**src/rtl/multicycle_control_unit.sv**
```systemverilog
// Multicycle MIPS control unit: walks each instruction through fetch, decode, execute,
// memory and write-back states, with ready-handshaked memory and a retire counter.
module multicycle_control_unit #(
    parameter int ALU_CTRL_W = 4,
    parameter int CNT_W      = 32,
    parameter bit ENABLE_JAL = 1'b1
) (
    input  logic                  clk,
    input  logic                  reset,
    input  logic [5:0]            opcode,
    input  logic [5:0]            funct,
    input  logic                  zero,
    input  logic                  mem_ready,
    output logic                  pc_write,
    output logic [1:0]            pc_src,
    output logic                  iord,
    output logic                  mem_read,
    output logic                  mem_write,
    output logic                  ir_write,
    output logic                  reg_dst,
    output logic                  mem_to_reg,
    output logic                  reg_write,
    output logic                  link,
    output logic [1:0]            alu_src_a,
    output logic [1:0]            alu_src_b,
    output logic                  ext_zero,
    output logic [ALU_CTRL_W-1:0] alu_control,
    output logic                  illegal,
    output logic                  retire,
    output logic [3:0]            state,
    output logic [CNT_W-1:0]      instr_count
);
    typedef enum logic [3:0] {
        S_RESET = 4'd0, S_FETCH, S_DECODE, S_MEM_ADDR, S_MEM_READ, S_MEM_WB,
        S_MEM_WRITE, S_EXEC_R, S_EXEC_I, S_ALU_WB, S_BRANCH, S_JUMP
    } state_e;

    typedef enum logic [3:0] {
        OP_NONE = 4'd0, OP_SLL, OP_ADD, OP_SUB, OP_OR, OP_ADDI, OP_ANDI, OP_ORI,
        OP_LUI, OP_LW, OP_SW, OP_BEQ, OP_BNE, OP_J, OP_JAL
    } op_e;

    localparam logic [ALU_CTRL_W-1:0] ALU_ADD = ALU_CTRL_W'(2);
    localparam logic [ALU_CTRL_W-1:0] ALU_SUB = ALU_CTRL_W'(3);
    localparam logic [ALU_CTRL_W-1:0] ALU_AND = ALU_CTRL_W'(5);
    localparam logic [ALU_CTRL_W-1:0] ALU_OR  = ALU_CTRL_W'(6);
    localparam logic [ALU_CTRL_W-1:0] ALU_SLL = ALU_CTRL_W'(8);
    localparam logic [ALU_CTRL_W-1:0] ALU_LUI = ALU_CTRL_W'(12);

    state_e            state_q, state_d;
    op_e               op_q, op_d, dec_op;
    logic              reg_dst_q, reg_dst_d;
    logic [CNT_W-1:0]  cnt_q, cnt_d;

    // Opcode/funct are only looked at here; later states run off the registered op.
    always_comb begin
        dec_op = OP_NONE;
        case (opcode)
            6'h00: begin
                case (funct)
                    6'h00:   dec_op = OP_SLL;
                    6'h20:   dec_op = OP_ADD;
                    6'h22:   dec_op = OP_SUB;
                    6'h25:   dec_op = OP_OR;
                    default: dec_op = OP_NONE;
                endcase
            end
            6'h23:   dec_op = OP_LW;
            6'h2B:   dec_op = OP_SW;
            6'h08:   dec_op = OP_ADDI;
            6'h0C:   dec_op = OP_ANDI;
            6'h0D:   dec_op = OP_ORI;
            6'h0F:   dec_op = OP_LUI;
            6'h04:   dec_op = OP_BEQ;
            6'h05:   dec_op = OP_BNE;
            6'h02:   dec_op = OP_J;
            6'h03:   dec_op = ENABLE_JAL ? OP_JAL : OP_NONE;
            default: dec_op = OP_NONE;
        endcase
    end

    always_comb begin
        state_d     = state_q;
        op_d        = op_q;
        reg_dst_d   = reg_dst_q;
        pc_write    = 1'b0;
        pc_src      = 2'd0;
        iord        = 1'b0;
        mem_read    = 1'b0;
        mem_write   = 1'b0;
        ir_write    = 1'b0;
        reg_dst     = 1'b0;
        mem_to_reg  = 1'b0;
        reg_write   = 1'b0;
        link        = 1'b0;
        alu_src_a   = 2'd0;
        alu_src_b   = 2'd0;
        ext_zero    = 1'b0;
        alu_control = '0;
        illegal     = 1'b0;
        retire      = 1'b0;
        case (state_q)
            S_RESET: state_d = S_FETCH;
            S_FETCH: begin
                mem_read    = 1'b1;
                alu_src_b   = 2'd1;
                alu_control = ALU_ADD;
                ir_write    = mem_ready;
                pc_write    = mem_ready;
                if (mem_ready) state_d = S_DECODE;
            end
            S_DECODE: begin
                alu_src_b   = 2'd3;
                alu_control = ALU_ADD;
                op_d        = dec_op;
                reg_dst_d   = (opcode == 6'h00);
                case (dec_op)
                    OP_SLL, OP_ADD, OP_SUB, OP_OR:    state_d = S_EXEC_R;
                    OP_ADDI, OP_ANDI, OP_ORI, OP_LUI: state_d = S_EXEC_I;
                    OP_LW, OP_SW:                     state_d = S_MEM_ADDR;
                    OP_BEQ, OP_BNE:                   state_d = S_BRANCH;
                    OP_J, OP_JAL:                     state_d = S_JUMP;
                    default: begin
                        illegal = 1'b1;
                        retire  = 1'b1;
                        state_d = S_FETCH;
                    end
                endcase
            end
            S_EXEC_R: begin
                alu_src_a = (op_q == OP_SLL) ? 2'd2 : 2'd1;
                case (op_q)
                    OP_SLL:  alu_control = ALU_SLL;
                    OP_SUB:  alu_control = ALU_SUB;
                    OP_OR:   alu_control = ALU_OR;
                    default: alu_control = ALU_ADD;
                endcase
                state_d = S_ALU_WB;
            end
            S_EXEC_I: begin
                alu_src_a = 2'd1;
                alu_src_b = 2'd2;
                case (op_q)
                    OP_ANDI: begin alu_control = ALU_AND; ext_zero = 1'b1; end
                    OP_ORI:  begin alu_control = ALU_OR;  ext_zero = 1'b1; end
                    OP_LUI:  alu_control = ALU_LUI;
                    default: alu_control = ALU_ADD;
                endcase
                state_d = S_ALU_WB;
            end
            S_ALU_WB: begin
                reg_write = 1'b1;
                reg_dst   = reg_dst_q;
                retire    = 1'b1;
                state_d   = S_FETCH;
            end
            S_MEM_ADDR: begin
                alu_src_a   = 2'd1;
                alu_src_b   = 2'd2;
                alu_control = ALU_ADD;
                state_d     = (op_q == OP_SW) ? S_MEM_WRITE : S_MEM_READ;
            end
            S_MEM_READ: begin
                mem_read = 1'b1;
                iord     = 1'b1;
                if (mem_ready) state_d = S_MEM_WB;
            end
            S_MEM_WB: begin
                reg_write  = 1'b1;
                mem_to_reg = 1'b1;
                retire     = 1'b1;
                state_d    = S_FETCH;
            end
            S_MEM_WRITE: begin
                mem_write = 1'b1;
                iord      = 1'b1;
                if (mem_ready) begin
                    retire  = 1'b1;
                    state_d = S_FETCH;
                end
            end
            S_BRANCH: begin
                alu_src_a   = 2'd1;
                alu_control = ALU_SUB;
                pc_src      = 2'd1;
                pc_write    = ((op_q == OP_BEQ) && zero) || ((op_q == OP_BNE) && !zero);
                retire      = 1'b1;
                state_d     = S_FETCH;
            end
            S_JUMP: begin
                pc_write  = 1'b1;
                pc_src    = 2'd2;
                link      = (op_q == OP_JAL);
                reg_write = (op_q == OP_JAL);
                retire    = 1'b1;
                state_d   = S_FETCH;
            end
            default: state_d = S_FETCH;
        endcase
    end

    assign cnt_d = cnt_q + CNT_W'(retire);

    always_ff @(posedge clk or negedge reset) begin
        if (!reset) begin
            state_q   <= S_RESET;
            op_q      <= OP_NONE;
            reg_dst_q <= 1'b0;
            cnt_q     <= '0;
        end else begin
            state_q   <= state_d;
            op_q      <= op_d;
            reg_dst_q <= reg_dst_d;
            cnt_q     <= cnt_d;
        end
    end

    assign state       = state_q;
    assign instr_count = cnt_q;
endmodule

```
**config.mk**
```make
export PLATFORM = sky130hd
export DESIGN_NAME = multicycle_control_unit
export DESIGN_NICKNAME = d
export VERILOG_FILES = /design/src/rtl/multicycle_control_unit.sv
export SDC_FILE = /design/constraint.sdc
export NUM_CORES = 1
export LEC_CHECK = 0
export BUFFER_PORTS_ARGS = -buffer_cell sky130_fd_sc_hd__clkbuf_2
export CAP_MARGIN = 30
export CORE_ASPECT_RATIO = 0.9
export CORE_MARGIN = 2
export CORE_UTILIZATION = 40
export DETAILED_ROUTE_END_ITERATION = 7
export PLACE_DENSITY = 0.67
export SLEW_MARGIN = 20
export SYNTH_ARGS = -nofsm -noshare
export SYNTH_HDL_FRONTEND = slang
export SYNTH_SLANG_ARGS = --single-unit
```
**constraint.sdc**
```tcl
create_clock -name clk -period 2.3 [get_ports clk]
set_input_delay 0.23 -clock clk [delete_from_list [all_inputs] [get_ports clk]]
set_output_delay 0.23 -clock clk [all_outputs]
set_load 0.05 [all_outputs]
```
== Word-level counts from Yosys, hierarchy flattened ==
Cells that the tools add are included.
Operators by class
  add/subtract/negate cells: 1
  reductions and logical operators: 22
  muxes and demuxes: 30
  eq/ne operators: 51
Operators with widths (count)
  $eq 4x4->1 const B: 16
  $eq 4x3->1 const B: 11
  $pmux 4 s11: 1
  $add 32x1->32: 1
  $eq 6x6->1 const B: 5
  $eq 6x4->1 const B: 4
  $pmux 4 s3: 2
  $pmux 4 s6: 1
  $eq 4x2->1 const B: 5
  $pmux 4 s5: 1
  $reduce_or 2->1: 9
  $pmux 4 s4: 1
  $reduce_or 14->1: 1
  $eq 4x1->1 const B: 3
  $eq 6x2->1 const B: 2
  $eq 6x3->1 const B: 2
  $logic_not 6->1: 2
  $mux 1: 12
  $mux 4: 3
  $pmux 3 s4: 1
  $reduce_or 4->1: 3
  $pmux 2 s2: 2
  $ne 2x2->1 const B: 3
  $pmux 1 s3: 2
  8 further kinds: 11
Storage, ports and cells
  bits in registers: 41

== Longest topological paths before layout ==
Gate-level depths: netlist (run 1).
  depth after elaboration: 8
  depth in mapped cells: 13
  mapped depth without buffers: 12

== Worst setup path before layout (run 1) ==
OpenSTA, ideal clock, no wires.
  kind: reg2reg
  start: reg state_q[3], in the netlist state[3]
  end: reg cnt_q[18], in the netlist instr_count[18]
  clock period less this slack: 3372 ps
  setup time: 141 ps
  setup slack: -1072 ps
  cell stages (with the launch flop): 11
  data arrival time: 3231 ps
  required time: 2159 ps
  cell sequence: dfrtp_1 > clkbuf_1 > inv_1 > nand2_1 > o221ai_1 > ha_1 > ha_1 > nand2_1 > nor2_1 > nand4_1 > xnor2_1
Between the ends
  longest elaborated chain between the ends: 4
  elaborated cells on any way between the ends: 9
  classes of those cells: add/sub (1); eq/ne (6); mux (1); reduce/logical (1)
RTL lines
  from (decl): RTL line 50  | state_e state_q, state_d;
  from (signal assigned): RTL line 211  | state_q <= state_d;
  $eq 4x4->1 / $eq 4x3->1 (equally long branches): RTL line 102  | case (state_q)
  $reduce_or 4->1 (no source line)
  $pmux 1 s3 (*): RTL line 102
  net retire: RTL line 29  | output logic retire,
  $add 32x1->32 (*): RTL line 202  | assign cnt_d = cnt_q + CNT_W'(retire);
  net cnt_d[18]: RTL line 53  | logic [CNT_W-1:0] cnt_q, cnt_d;
  to (signal assigned): RTL line 214  | cnt_q <= cnt_d;
  to (decl): RTL line 53
Mark *: on every way through the listed nets, which the timed path passes. The rest lies on a longest branch.
A chain may end at the register's enable or synchronous reset.

== Worst setup path in the final report (run 1) ==
  start: reg state_q[2], in the netlist state[2]
  end: out alu_control[2]
Between the ends
  longest elaborated chain between the ends: 3
  elaborated cells on any way between the ends: 8
  classes of those cells: eq/ne (6); mux (1); reduce/logical (1)
RTL lines
  $eq 4x2->1 / $eq 4x1->1 (equally long branches): RTL line 102
  $reduce_or 3->1 (no source line)
  $pmux 4 s4 (*): RTL line 102
  to (decl): RTL line 27  | output logic [ALU_CTRL_W-1:0] alu_control,
Every way passes the cells marked *; elsewhere a longest branch is shown, timed or not.

==> results of run 1 <==
area by class of cell:
| class | count | area [um2] |
|---|---|---|
| clock buffer | 5 | 68.8 |
| fill | 534 | 2400 |
| sequential | 41 | 1030 |
| timing repair buffer | 111 | 658 |
| multi-input combinational | 210 | 1460 |
| inverter | 5 | 18.8 |
| tap | 70 | 87.6 |
| clock inverter | 2 | 35.0 |
state kept, by name (all words and copies together), names as in the netlist:
register and flops:
instr_count 32, state 4, op_q 4, reg_dst_q 1
path summary, 6_finish.rpt:
path / start / to / cells after the start
setup / recovery: state[2] / alu_control[2] / 5
hold / removal: reset / instr_count[1] / 1
setup reg to reg: state[0] / instr_count[30] / 10
hold reg to reg: reg_dst_q / reg_dst_q / 2
max in group asynchronous: reset / instr_count[10] / 2
min in group clk: mem_ready / state[0] / 3
synthesized netlist by cell type, drive strengths merged, types with 2 or more instances:
cell	number
or3	2
mux2	2
nand4b	2
ha	2
nand2b	7
nand3	16
inv	5
xnor2	28
o21ai	10
nor3	12
clkbuf	7
nand4	12
o22ai	4
buf	5
nor2b	4
a21oi	6
xor2	8
and3	10
or4	2
nor2	23
dfrtp	41
nand2	30
a31oi	6
and2	4
cell usage in the layout, fill, tap and decap left out, types with 2 or more instances in the layout:
| cell type | instances |
|---|---|
| or3_1 | 2 |
| xnor2_1 | 28 |
| nand3_2 | 2 |
| clkbuf_4 | 2 |
| ha_4 | 2 |
| nor2_4 | 5 |
| and3_1 | 8 |
| inv_1 | 3 |
| o21ai_0 | 7 |
| nand4b_1 | 2 |
| xor2_1 | 8 |
| nor2_1 | 18 |
| a21oi_1 | 6 |
| nor3_2 | 6 |
| nand4_1 | 12 |
| mux2_2 | 2 |
| nor3_1 | 6 |
| nor2b_1 | 4 |
| nand3_1 | 14 |
| clkbuf_8 | 5 |
| inv_2 | 2 |
| o22ai_1 | 4 |
| clkbuf_2 | 70 |
| a31oi_1 | 6 |
| nand2b_1 | 7 |
| or4_1 | 2 |
| dfrtp_2 | 4 |
| dfrtp_1 | 37 |
| buf_4 | 39 |
| nand2_1 | 28 |
| and2_1 | 3 |
| o21ai_1 | 3 |
stage by stage:
step | utilization | cell area, um2 | std cells | worst slack [ns]
after floorplan | - | 2560 | 268 | -0.313
after global placement | 0.556 | 3200 | 436 | -0.167
after detailed placement | 0.556 | 3200 | 436 | -0.269
after CTS | 0.575 | 3310 | 443 | 0.0320
after global routing | 0.583 | 3360 | 444 | -0.0136
final | 0.583 | 3360 | 444 | 0.0535
worst register-to-register path, cell delays in order (launching register included):
cell and delay (ns):
dfrtp_2 0.40, buf_4 0.19, nor2b_1 0.17, a21oi_1 0.14, o221ai_4 0.19, ha_4 0.20, ha_4 0.15, nand2_4 0.07
nor2_4 0.20, and3_4 0.21, xor2_1 0.14
layer usage:
layer | track usage | up-vias | wire length [um]
li1 | - | 1171 | -
met1 | 0.284 | 1123 | 3080
met2 | 0.278 | 57 | 2840
met3 | 0.0330 | 2 | 283
met4 | 0.0381 | 0 | 40
met5 | 0 | - | 0
what timing repair did:
action                                  in CTS  in global routing
pin swaps                                    0                  7
endpoints found under the setup margin       2                 20
gates resized for setup                      1                 16
buffers inserted                             0                  1
kinds of logic (layout without fill, tap and decap cells):
family | Yosys count | count (layout)
AOI/OAI and AO/OA | 40 | 40
xor gates and xnor gates | 36 | 36
adders and majority gates | 2 | 2
buffers and inverters | 17 | 123
DFF | 41 | 41
muxes | 2 | 2
and+or+nand+nor | 130 | 130
where the power goes:
group / switching [mW] / internal [mW]
Clock: 0.250 / 0.316
Sequential: 0.164 / 0.820
Combinational: 1.13 / 0.490
Total: 1.54 / 1.63
==> impl_metrics.ini, run 1 <==
[synthesis]
ys_async_sr_fraction = 1.00
syn_nets = 286
synth_edf_count = 0
synthXorXnorAreaFrac = 0.130
ys_types = 51
synthSimpleGateAreaFrac = 0.279
synthAdderAreaFrac = 0.0103
yosysTopAreaCellShare = 0.424
synth_area_um2 = 2420
muxShareOfSynthArea = 0.00930
synth_top_cell_by_area = dfrtp_1
synth-compound-area-share = 0.111
synthCells = 268
syn_area_per_cell_um2 = 9.04
synth_ff_type = dfrtp_1
ys_ff_latch = 41
ys.warnings.count = 0
synth_top_family_by_area = simple AND/OR/NAND/NOR gates
synth_area_leaders = dfrtp_1 (42%), xnor2_1 (10%), nand2_1 (4.5%)
seq_area_frac_synth = 0.424

[pwr]
power.density_nw_per_um2 = 943
p_leak_nw = 1.59
peakVddDrop_mv = 0.761
power.total_mw = 3.17

[critical_path]
reg2reg_slack_ns = 0.17
path_max_fanout = 9
path_delay_family = simple AND/OR/NAND/NOR gates
endpoint_kind = primary output
crit_buf_inv = 1
crit_type = flop to primary output
crit_required_ns = 2.07
critPathMaxStageDelay_ns = 0.49
cp.arrival_ns = 2.02
crit_chain = nand2b_1, nor3_2, a31oi_1, o32ai_4, clkbuf_2
cp-start-kind = flop
cp_slowest_cell = dfrtp_1

[floorplanning]
coreArea_um2 = 5760
die_y_um = 77.8
die_x_um = 86.0
rows = 26
dieArea_um2 = 6700
io_pins = 74
start_util = 0.421

[place]
dp_hpwl_mm = 4.69
gp_congestion = 0.900
port_buffers = 73

[global_route]
grt_max_degree = 29
gr-total-overflow = 0
grt_use_total = 0.187
grt_pass1_wl_mm = 10.2
antenna_found_initial = 0
grt_pass1_vias = 2123

[sta]
fin_crit_sh = 0.977
hold_violations = 0
hold_slack_ns = 0.00430
fin_worst_skew_ns = 0.00221
min_period_ns = 2.25
worst_slew_pin_slew_ns = 0.758
drv_slew = 0
fmaxAchievable_mhz = 445
setup-tns-final_ns = 0
setup_viol_count_final = 0
relSlewSlack = 0.495

[detailed_routing]
vias = 2353
wl_per_cell_um = 14.1
drt_iter0_markers = 169
drc = 0
antenna_left = 0
routed_wl_mm = 6.24
first_pass_iters = 4
vias_per_cell = 5.30

[status]
status = completed

[finish]
final_nets = 392
n_antenna_cell = 0
syn_to_final_growth_pct = 38.6
drive_above_1_share = 0.401

[worst_hold_path]
hold_class = primary input to asynchronous set/reset pin

[clock_tree]
cts_buffer_depth = 2
cts-htree-levels = 2
hold_buffers = 0
cts.sinks = 41
clkTransAtPathRegs_ns = 0.08
clock_latency_ns = 0.28
cts_inserted_buffers = 5
tritoncts = yes
cts_root_buf = clkbuf_8

[flow_run]
drv_cap = 0
No activity file was read; power rests on OpenSTA's default activity.
==> inputs of run 2 (changes only) <==
--- a/config.mk
+++ b/config.mk
@@ -13,2 +13,3 @@
 export DETAILED_ROUTE_END_ITERATION = 7
+export MAX_ROUTING_LAYER = met4
 export PLACE_DENSITY = 0.67
==> constraint.sdc (replaced) <==
create_clock -name clk -period 2.3 [get_ports clk]
set_input_delay 0.115 -clock clk [delete_from_list [all_inputs] [get_ports clk]]
set_output_delay 0.115 -clock clk [all_outputs]
set_load 0.02 [all_outputs]
==> impl_metrics.ini, run 2 (synthesis results as in run 1) <==
[sta]
finalWorstSetupSlack_ns = 0.175
relSlewSlack = 0.657
fmaxAchievable_mhz = 471
fin_worst_skew_ns = 0.00715
drv_slew = 0
hold_violations = 0
fin_crit_sh = 0.924
hold_slack_ns = 0.169
setup_viol_count_final = 0
min_period_ns = 2.13
rsz0062_at_grt = false
setup-tns-final_ns = 0
worst_slew_pin_slew_ns = 0.514

[detailed_routing]
vias_per_cell = 5.32
vias = 2331
drc = 0
wl_per_cell_um = 13.5
drt_iter0_markers = 113
antenna_left = 0
first_pass_iters = 4
routed_wl_mm = 5.91

[floorplanning]
die_y_um = 77.8
start_util = 0.421
dieArea_um2 = 6700
die_x_um = 86.0
coreArea_um2 = 5760
io_pins = 74
rows = 26

[critical_path]
path_max_fanout = 8
r2r_start = state[3]
cp-start-kind = flop
critPathCapture = alu_control[0]
cp.arrival_ns = 2.01
startpoint = state[2]
endpoint_kind = primary output
ff2ff_path_depth = 8
crit_type = flop to primary output
r2r-end = instr_count[27]
crit_required_ns = 2.18
reg2reg_slack_ns = 0.23

[finish]
mostFrequentLayoutCell = clkbuf_2
seq_area_um2 = 1030
n_antenna_cell = 0
syn_to_final_growth_pct = 35.2
largest_register_ffs = 32
final_core_util = 0.569
multiInputGateArea_um2 = 1400
drive_above_1_share = 0.356
final_cell_mix = clkbuf_2 (73), dfrtp_1 (40), buf_4 (30), nand2_1 (28), xnor2_1 (28)
final_nets = 385
fill_cells = 522

[place]
port_buffers = 73
gp_congestion = 0.872
pre_cts_ws_ns = -0.120
dp_hpwl_mm = 4.51

[global_route]
grt_use_total = 0.190
grt_max_degree = 42
grt_pass1_wl_mm = 10.1
grt_pass1_vias = 2127
gr-total-overflow = 0
antenna_found_initial = 0

[pwr]
power.total_mw = 2.86
peakVddDrop_mv = 0.433
power.density_nw_per_um2 = 872
p_leak_nw = 1.57

[status]
status = completed

[clock_tree]
post-cts-setup-buffers = 0
cts.sinks = 41
cts_buffer_depth = 2
clock_latency_ns = 0.30
tritoncts = yes
cts-htree-levels = 2
cts_root_buf = clkbuf_8
clkTransAtPathRegs_ns = 0.08
cts_inserted_buffers = 5

[flow_run]
drv_cap = 0

[worst_hold_path]
hp-start = opcode[4]
hold_class = primary input to flop
run 2: layout make-up:
type,instances,area share
clock buffer,5,0.0210
clock inverter,3,0.0210
sequential,41,0.314
multi-input combinational,210,0.429
timing repair buffer,104,0.183
tap,70,0.0267
inverter,5,0.00573
run 2: worst max-delay path, cell delays in order (launching register included):
cell and delay, ns:
dfrtp_1 0.47, nand2b_1 0.24, buf_4 0.19, nor3_2 0.21, nand2_1 0.13, nor2_1 0.11, a31oi_1 0.05, o22ai_1 0.12
clkbuf_2 0.19
run 2: per-stage QoR:
stage / cell area, um2 / std cells
floorplan: 2520 / 268
global placement: 3120 / 429
detailed placement: 3120 / 429
CTS: 3270 / 438
global route: 3280 / 438
finish: 3280 / 438
run 2: worst min-delay path by stage:
stage	to	slack, ns	cells after the start
2_1_floorplan	instr_count[0]	-0.18	0
3_3_place_gp	instr_count[29]	0.21	2
3_5_place_dp	instr_count[28]	0.21	2
4_1_cts	state[0]	0.16	3
5_1_grt	state[0]	0.19	3
6_report	reg_dst_q	0.17	4
run 2: report_power, final:
| group | switching, mW | leakage, nW | total [mW] | internal (mW) |
|---|---|---|---|---|
| Combinational | 0.712 | 0.943 | 1.19 | 0.479 |
| Clock | 0.264 | 0.0687 | 0.701 | 0.437 |
| Sequential | 0.147 | 0.556 | 0.964 | 0.817 |
| Total | 1.12 | 1.57 | 2.86 | 1.73 |
run 2: what timing repair did:
item	CTS	global route
hold endpoints to repair	41	0
hold buffers	1	0
endpoints found under the setup margin	0	5
gates resized for setup	0	2
run 2: metal layers:
| layer | vias up | share of wire | track usage |
|---|---|---|---|
| met5 | - | 0 | - |
| met4 | 0 | 0.012 | 0.0524 |
| met3 | 5 | 0.065 | 0.0340 |
| met2 | 60 | 0.45 | 0.284 |
| met1 | 1104 | 0.47 | 0.265 |
| li1 | 1162 | - | - |
==> inputs of run 3 (changes only) <==
Settings changed: CTS_CLUSTER_SIZE from default to 8, REMOVE_ABC_BUFFERS from default to 1.
==> impl_metrics.ini, run 3 (synthesis results as in run 1) <==
[place]
dpl_cell_area_um2 = 3090
dp.cells = 437
dp_hpwl_mm = 4.55
gp_congestion = 0.832
port_buffers = 73

[clock_tree]
clock_latency_ns = 0.30
clkTransAtPathRegs_ns = 0.08
cts.sinks = 41
post-cts-setup-buffers = 0
cts_buffer_depth = 2
cts_root_buf = clkbuf_8
tritoncts = yes
cts_inserted_buffers = 5
cts-htree-levels = 2

[worst_hold_path]
hold_class = primary input to flop

[finish]
syn_to_final_growth_pct = 34.5
drive_above_1_share = 0.364
largest_register_ffs = 32
final_nets = 393
mostFrequentLayoutCell = clkbuf_2
multiInputGateArea_um2 = 1360
seq_area_um2 = 1030
fin_cells = 446
final_cell_mix = clkbuf_2 (73), dfrtp_1 (41), buf_4 (37), nand2_1 (28), xnor2_1 (28)
n_antenna_cell = 0
fill_cells = 519
final_area_um2 = 3260

[detailed_routing]
drt_iter0_markers = 173
first_pass_iters = 4
antenna_left = 0
routed_wl_mm = 5.94
vias = 2330
drc = 0
vias_per_cell = 5.22
wl_per_cell_um = 13.3

[pwr]
power.density_nw_per_um2 = 813
power.total_mw = 2.65
p_leak_nw = 1.58
peakVddDrop_mv = 0.332

[status]
status = completed

[floorplanning]
io_pins = 74
coreArea_um2 = 5760
die_y_um = 77.8
die_x_um = 86.0
dieArea_um2 = 6700
rows = 26
start_util = 0.421

[critical_path]
critPathCapture = instr_count[18]
cp-start-kind = flop
reg2reg_slack_ns = 0.15
r2r-end = instr_count[18]
path_max_fanout = 5
crit_required_ns = 2.50
ff2ff_path_depth = 11
r2r_start = state[0]
startpoint = state[0]
endpoint_kind = flop
cp.arrival_ns = 2.35
crit_type = flop to flop

[global_route]
grt_use_total = 0.193
grt_pass1_wl_mm = 10.2
grt_pass1_vias = 2205
gr-total-overflow = 0
antenna_found_initial = 0
grt_max_degree = 42

[sta]
fin_worst_skew_ns = 0.00655
drv_slew = 0
hold_violations = 0
min_period_ns = 2.15
rsz0062_at_grt = false
worst_slew_pin_slew_ns = 0.506
relSlewSlack = 0.663
fin_crit_sh = 0.937
setup_viol_count_final = 0
setup-tns-final_ns = 0
fmaxAchievable_mhz = 464

[flow_run]
drv_cap = 0
## run 3: cell types whose count changed in the layout (fill, tap and decap cells not counted), moves of 2 or more
| cell | previous run | this run |
|---|---|---|
| ha_4 | 2 | 0 |
| buf_4 | 30 | 37 |
| ha_2 | 0 | 2 |
| nor2_4 | 3 | 0 |
| bufinv_16 | 2 | 0 |
| nor2_1 | 19 | 22 |
## run 3: final cells by class
cell class              count  area share
clock buffers               6      0.0254
clock inverters             2     0.00423
inverters                   5     0.00576
multi-input cells         210       0.419
flip-flops and latches     41       0.315
well taps                  70      0.0269
repair buffers            112       0.204
## run 3: what timing repair did
item	4_1_cts	5_1_grt
gates resized for setup	0	14
endpoints found under the setup margin	0	19
hold endpoints to repair	41	0
hold buffers	1	0
## run 3: worst max-delay path, stage by stage, from the launching register on
cell and delay, ns:
dfrtp_1 0.40, nand2b_4 0.16, nor3_2 0.21, nand4_1 0.16, o221ai_2 0.11, ha_2 0.23, ha_2 0.19, nand2_2 0.07
nor2_1 0.09, buf_4 0.14, nand4_1 0.13, xnor2_1 0.15
## run 3: report_power, final
group | internal [mW] | switching (mW)
clock | 0.243 | 0.258
sequential | 0.816 | 0.121
combinational | 0.485 | 0.726
## run 3: stage by stage
step	hold slack, ns	worst slack, ns	util
2_1_floorplan	-0.181	-0.563	-
3_5_place_dp	0.210	-0.223	0.537
5_1_grt	0.187	0.00579	0.566
3_3_place_gp	0.211	-0.154	0.537
4_1_cts	0.143	0.0163	0.555
6_report	0.166	0.145	0.566
## run 3: how the worst min path moves through the flow
stage / from / end / cells past startpoint
floorplan: reset / instr_count[0] / 0
global placement: reset / instr_count[15] / 2
detailed placement: reset / instr_count[18] / 2
CTS: mem_ready / state[0] / 3
global route: mem_ready / state[0] / 3
finish: funct[5] / op_q[1] / 3
## run 3: layer usage
| metal | track usage | routed length [um] | vias up |
|---|---|---|---|
| li1 | - | - | 1173 |
| met1 | 0.251 | 2770 | 1084 |
| met2 | 0.299 | 2780 | 67 |
| met3 | 0.0489 | 326 | 6 |
| met4 | 0.0508 | 68 | 0 |
| met5 | - | 0 | - |
